**src/rtl/dma_pkg.sv**
```systemverilog
// dma_pkg: shared types and constants for the DMA disk sequencer.
// Holds the FSM state enum and the 1024x32 disk geometry.
package dma_pkg;

  localparam int DISK_AW    = 10;
  localparam int DISK_DW    = 32;
  localparam int DISK_WORDS = 1024;
  localparam int WORD_INC   = 4;

  typedef enum logic [2:0] {
    IDLE,
    INIT,
    WAIT_RDY,
    WRITE,
    LOAD,
    FIN
  } dma_disk_state_t;

endpackage

```
**src/rtl/dma_disk_wdog.sv**
```systemverilog
// dma_disk_wdog: cycle watchdog for the WAIT_RDY state.
// Used only when DMA_DISK_TIMEOUT_EN is defined.
module dma_disk_wdog #(
  parameter int LIMIT = 256
) (
  input  logic clk,
  input  logic rst_n,
  input  logic clr,
  input  logic en,
  output logic expire
);

  logic [15:0] cnt;

  always_ff @(posedge clk or negedge rst_n) begin
    if (!rst_n) begin
      cnt <= '0;
    end else if (clr) begin
      cnt <= '0;
    end else if (en) begin
      cnt <= cnt + 16'd1;
    end
  end

  // fires on the LIMIT-th enabled cycle
  assign expire = en && (cnt == 16'(LIMIT - 1));

endmodule

```
**src/rtl/dma_disk_ctrl.sv**
```systemverilog
// dma_disk_ctrl: disk-to-memory block copy sequencer.
// Optional d_ready watchdog under DMA_DISK_TIMEOUT_EN.
module dma_disk_ctrl
  import dma_pkg::*;
#(
  parameter int MADDR_W     = 32,
  parameter int TIMEOUT_CYC = 256
) (
  input  logic               clk,
  input  logic               rst_n,
  input  logic               cmd_valid,
  output logic               cmd_ready,
  input  logic [DISK_AW-1:0] cmd_disk_addr,
  input  logic [MADDR_W-1:0] cmd_mem_addr,
  input  logic [DISK_AW-1:0] cmd_len,
  output logic               d_init,
  output logic               d_done,
  output logic [DISK_AW-1:0] d_addr,
  input  logic               d_ready,
  input  logic [DISK_DW-1:0] d_data,
  output logic               m_wr_req,
  output logic [MADDR_W-1:0] m_wr_addr,
  output logic [DISK_DW-1:0] m_wr_data,
  input  logic               m_wr_ack,
  output logic               busy,
  output logic               done,
  output logic               err
);

  dma_disk_state_t state;
  logic [10:0]     remaining;
  logic            tmo;

`ifdef DMA_DISK_TIMEOUT_EN
  dma_disk_wdog #(
    .LIMIT (TIMEOUT_CYC)
  ) u_wdog (
    .clk    (clk),
    .rst_n  (rst_n),
    .clr    (state != WAIT_RDY),
    .en     (state == WAIT_RDY),
    .expire (tmo)
  );
`else
  logic unused_tmo;
  assign unused_tmo = ^16'(TIMEOUT_CYC);
  assign tmo = 1'b0;
`endif

  assign cmd_ready = (state == IDLE);
  assign busy      = (state != IDLE);

  always_ff @(posedge clk or negedge rst_n) begin
    if (!rst_n) begin
      state     <= IDLE;
      remaining <= '0;
      d_init    <= 1'b0;
      d_done    <= 1'b0;
      done      <= 1'b0;
      d_addr    <= '0;
      m_wr_req  <= 1'b0;
      m_wr_addr <= '0;
      m_wr_data <= '0;
      err       <= 1'b0;
    end else begin
      d_init <= 1'b0;
      d_done <= 1'b0;
      done   <= 1'b0;
      unique case (state)
        IDLE: begin
          if (cmd_valid) begin
            d_addr    <= cmd_disk_addr;
            m_wr_addr <= cmd_mem_addr;
            // a zero length encodes a full 1024-word block
            remaining <= (cmd_len == '0) ? 11'(DISK_WORDS)
                                         : {1'b0, cmd_len};
            err       <= 1'b0;
            d_init    <= 1'b1;
            state     <= INIT;
          end
        end
        INIT: state <= WAIT_RDY;
        WAIT_RDY: begin
          if (d_ready) begin
            m_wr_data <= d_data;
            m_wr_req  <= 1'b1;
            state     <= WRITE;
          end else if (tmo) begin
            err    <= 1'b1;
            d_done <= 1'b1;
            done   <= 1'b1;
            state  <= FIN;
          end
        end
        WRITE: begin
          if (m_wr_ack) begin
            m_wr_req  <= 1'b0;
            remaining <= remaining - 11'd1;
            d_addr    <= d_addr + 1'b1;
            m_wr_addr <= m_wr_addr + MADDR_W'(WORD_INC);
            if (remaining == 11'd1) begin
              d_done <= 1'b1;
              done   <= 1'b1;
              state  <= FIN;
            end else begin
              state <= LOAD;
            end
          end
        end
        LOAD: begin
          m_wr_data <= d_data;
          m_wr_req  <= 1'b1;
          state     <= WRITE;
        end
        FIN:     state <= IDLE;
        default: state <= IDLE;
      endcase
    end
  end

endmodule
```
**config.mk**
```make
export PLATFORM = sky130hd
export DESIGN_NAME = dma_disk_ctrl
export DESIGN_NICKNAME = d
export VERILOG_FILES = /design/src/rtl/dma_pkg.sv /design/src/rtl/dma_disk_wdog.sv /design/src/rtl/dma_disk_ctrl.sv
export SDC_FILE = /design/constraint.sdc
export NUM_CORES = 1
export LEC_CHECK = 0
export BUFFER_PORTS_ARGS = -buffer_cell sky130_fd_sc_hd__buf_2
export CAP_MARGIN = 0
export CORE_MARGIN = 2
export CORE_UTILIZATION = 45
export DETAILED_ROUTE_END_ITERATION = 8
export PLACE_DENSITY = 0.75
export SYNTH_ARGS = -nofsm -noshare
export SYNTH_HDL_FRONTEND = slang
export SYNTH_HIERARCHICAL = 1
export SYNTH_SLANG_ARGS = --single-unit
```
**constraint.sdc**
```tcl
create_clock -name clk -period 1.9 [get_ports clk]
set_clock_uncertainty 0.15 [all_clocks]
set_input_delay 0 -clock clk [delete_from_list [all_inputs] [get_ports clk]]
set_output_delay 0 -clock clk [all_outputs]
set_load 0.1 [all_outputs]
```
==> impl_metrics.xml <==
<?xml version="1.0" encoding="UTF-8"?>
<metrics>
  <group name="yosys">
    <metric name="number_of_unique_standard_cell_types_used_by_synthesis" unit="">62</metric>
    <metric name="synth_sequential_area_ratio" unit="%">47.9</metric>
    <metric name="syn-mean-instance-area" unit="um^2">9.48</metric>
    <metric name="synth_flop_cell" unit="">dfrtp_1</metric>
    <metric name="yosysMostFrequentCell" unit="">dfrtp_1</metric>
    <metric name="postSynthCellCount" unit="">501</metric>
    <metric name="synth.top_cells.by_count" unit="">91 x dfrtp_1, 51 x nand2_1, 48 x a21oi_1, 44 x nor2_1, 40 x o21ai_0</metric>
    <metric name="yosys.area_share.xor_xnor" unit="%">0</metric>
    <metric name="synth-adder-area-share" unit="%">1.05</metric>
    <metric name="post-synth-top-area-fraction" unit="%">47.9</metric>
    <metric name="area_fraction_in_compound_gates_after_synthesis" unit="%">20.0</metric>
    <metric name="combinational_family_with_the_most_area_after_synthesis" unit="">compound AO/OA/AOI/OAI gates</metric>
    <metric name="synth-async-reset-ratio" unit="%">100</metric>
    <metric name="synth.area.mux_share" unit="%">8.01</metric>
    <metric name="ys_seq_elements" unit="">91</metric>
    <metric name="ys_top_cells_by_area" unit="">dfrtp_1 48%, mux2_2 7.6%, a21oi_1 5.1%, o21ai_0 4.2%, nand2_1 4.0%</metric>
    <metric name="number_of_nets_in_the_synthesized_netlist" unit="">594</metric>
    <metric name="synth.largest_area_cell" unit="">dfrtp_1</metric>
    <metric name="yosys_warnings" unit="">6</metric>
    <metric name="number_of_synthesized_flops_with_an_enable_pin" unit="">0</metric>
    <metric name="syn-cell-area" unit="um^2">4750</metric>
    <metric name="synth_simple_gate_area_share" unit="%">18.7</metric>
  </group>
  <group name="global_routing">
    <metric name="first_global_vias" unit="">5313</metric>
    <metric name="grt_overflow" unit="">0</metric>
    <metric name="grt_usage" unit="%">28.2</metric>
    <metric name="antenna_found_initial" unit="">0</metric>
    <metric name="grt_pass1_wl" unit="mm">25.7</metric>
    <metric name="grt_start_max_net_pins" unit="">56</metric>
  </group>
  <group name="finish">
    <metric name="drive_above_1_share" unit="%">47.4</metric>
    <metric name="filler_cell_count" unit="">677</metric>
    <metric name="final_design_area_no_fill" unit="um^2">7850</metric>
    <metric name="antenna_cells" unit="">0</metric>
    <metric name="layout_area_overhead" unit="%">65.2</metric>
    <metric name="num-nets-final" unit="">909</metric>
  </group>
  <group name="detailed_routing">
    <metric name="drt_drc_violations_left" unit="">0</metric>
    <metric name="totalWireLength" unit="mm">16.8</metric>
    <metric name="antenna_violating_nets_post_route" unit="">0</metric>
    <metric name="drt-initial-drc-count" unit="">337</metric>
    <metric name="number_of_vias_after_detailed_routing" unit="">5382</metric>
    <metric name="route.detailed.wl_per_inst" unit="um">17.5</metric>
    <metric name="via_density_per_instance" unit="">5.62</metric>
    <metric name="dr.pass1.iters" unit="">6</metric>
  </group>
  <group name="placement">
    <metric name="dpl.hpwl" unit="mm">10.2</metric>
    <metric name="placement.io_buffers" unit="">168</metric>
    <metric name="routabilityCongestion" unit="">0.882</metric>
    <metric name="dpl-instance-area" unit="um^2">6260</metric>
  </group>
  <group name="status">
    <metric name="failing_checks" unit="">setup timing</metric>
    <metric name="status" unit="">finished with violations</metric>
  </group>
  <group name="setup_path">
    <metric name="critical_path_class" unit="">reg -&gt; reg</metric>
    <metric name="slowest_delay" unit="ps">600</metric>
    <metric name="worstPathArrival" unit="ps">2060</metric>
    <metric name="crit_path_top_delay_cell" unit="">or4b_4</metric>
    <metric name="timing.critical_path.cells" unit="">or4b_4 &gt; inv_4 &gt; nor2_4 &gt; or3_1 &gt; o21ai_0 &gt; a311oi_1</metric>
    <metric name="cpLargestDelayFamily" unit="">simple AND/OR/NAND/NOR gates</metric>
    <metric name="critPathRequiredTime" unit="ps">1990</metric>
    <metric name="cp-start-kind" unit="">register</metric>
    <metric name="path_max_fanout" unit="">11</metric>
    <metric name="timing.critical_path.to_type" unit="">register</metric>
    <metric name="critical_path_buf_inv_count" unit="">1</metric>
  </group>
  <group name="floorplan">
    <metric name="placementRows" unit="">37</metric>
    <metric name="floorplan.die.height" unit="um">107</metric>
    <metric name="die_width" unit="um">107</metric>
    <metric name="ios" unit="">170</metric>
    <metric name="die_area" unit="um^2">11400</metric>
    <metric name="coreArea" unit="um^2">10300</metric>
    <metric name="floorplan.initialDensity" unit="%">46.2</metric>
  </group>
  <group name="timing">
    <metric name="finalCriticalPeriod" unit="ps">1970</metric>
    <metric name="timing.final.ws_setup" unit="ps">-65.2</metric>
    <metric name="rsz_0062_raised_after_global_routing" unit="">yes</metric>
    <metric name="post-route-period-util" unit="%">103</metric>
    <metric name="max_slew_margin" unit="%">49.2</metric>
    <metric name="setup_viol" unit="">6</metric>
    <metric name="finalMaxSlewViolations" unit="">0</metric>
    <metric name="max_slew.worst_pin.slew" unit="ps">760</metric>
    <metric name="hold_viol_final" unit="">0</metric>
    <metric name="fmaxAchievable" unit="MHz">509</metric>
    <metric name="totalNegativeSetupSlack" unit="ps">-147</metric>
  </group>
  <group name="cts">
    <metric name="tritoncts" unit="">yes</metric>
    <metric name="clk_pin_slew_worst_paths" unit="ps">100</metric>
    <metric name="cts-htree-levels" unit="">3</metric>
    <metric name="numCtsBuffers" unit="">9</metric>
    <metric name="cts-root-buf" unit="">clkbuf_8</metric>
    <metric name="clock_insertion_delay_worst_skew" unit="ps">370</metric>
    <metric name="max-clock-path-buffers" unit="">2</metric>
    <metric name="clock_sink_count" unit="">91</metric>
  </group>
  <group name="job">
    <metric name="maxCapViolations" unit="">0</metric>
  </group>
  <group name="worst_hold_path">
    <metric name="min_path_type" unit="">in -&gt; async</metric>
  </group>
</metrics>
[flip-flops by register name, summed over array words and instances (netlist names)]
register	cells
m_wr_data	32
done	1
d_init	1
state	3
m_wr_req	1
remaining	11
m_wr_addr	32
d_addr	10
[tightest hold or removal path, cell delays in order]
cell	delay [ps]
dlygate4sd3_1	520
buf_4	150
buf_12	280
[placed cells by master (no fill, tap or decap), drive strengths merged, types with 7 or more instances in the layout]
cell type,Yosys,routed
a21oi,49,49
a2bb2oi,7,7
and3,9,9
and4,7,7
buf,18,249
clkbuf,17,12
dfrtp,91,91
dlygate4sd3,0,88
inv,9,11
mux2,32,32
nand2,51,51
nand3,16,16
nand4,9,9
nor2,44,44
nor3,11,11
o21ai,40,40
o22ai,8,8
[worst paths after layout]
| check | from | cells after the start | slack [ps] | end |
|---|---|---|---|---|
| max in group asynchronous | rst_n | 3 | 370 | m_wr_addr[21] |
| hold / removal | rst_n | 3 | 30 | m_wr_addr[6] |
| min in group clk | cmd_mem_addr[25] | 4 | 70 | m_wr_addr[25] |
| setup / recovery | state[1] | 6 | -70 | m_wr_addr[25] |
| setup reg to reg | state[1] | 6 | -70 | m_wr_addr[25] |
| hold reg to reg | m_wr_addr[0] | 2 | 330 | m_wr_addr[0] |
[final cells by class]
class / instances / area (um^2) / area share (%)
multi-input combinational: 365 / 2550 / 32.4
clock buffer: 10 / 138 / 1.75
tap: 136 / 170 / 2.17
timing repair buffer: 339 / 2510 / 32.0
inverter: 10 / 41.3 / 0.526
sequential: 91 / 2370 / 30.2
clock inverter: 6 / 71.3 / 0.909
[cell families after synthesis]
group,after synthesis
other cells,1
compound gates,150
flops,91
simple gates,176
fa+ha+maj,4
mux,34
buf+inv,45
[metrics by stage]
| step | setup slack, ps | utilization, % | instances | hold slack [ps] |
|---|---|---|---|---|
| CTS | 0.863 | 72.3 | 937 | 35.5 |
| global placement | -19.4 | 60.9 | 829 | -262 |
| global route | -168 | 76.4 | 957 | 64.6 |
| finish | -65.2 | 76.4 | 957 | 29.0 |
| floorplan | -331 | - | 501 | -446 |
| detailed placement | -95.2 | 60.9 | 829 | -260 |
[what timing repair did]
action                                  in CTS  in global routing
hold buffers                                88                  0
endpoints found under the hold margin      178                  0
pin swaps                                    6                  7
gates cloned                                 1                  1
gates resized for setup                     10                 71
endpoints found under the setup margin      66                 76
setup buffers                                3                 19
[metal layers]
metal | share of wire [%] | global-route usage (%) | vias up
li1 | - | - | 2481
met1 | 39 | 34.8 | 2597
met2 | 51 | 49.9 | 251
met3 | 6.4 | 3.59 | 53
met4 | 3.2 | 11.5 | 0
met5 | 0 | 0 | -
Power is left out: the tool's default activity adds up to more than one toggle a clock period on the data nets, which glitch-free logic cannot reach.
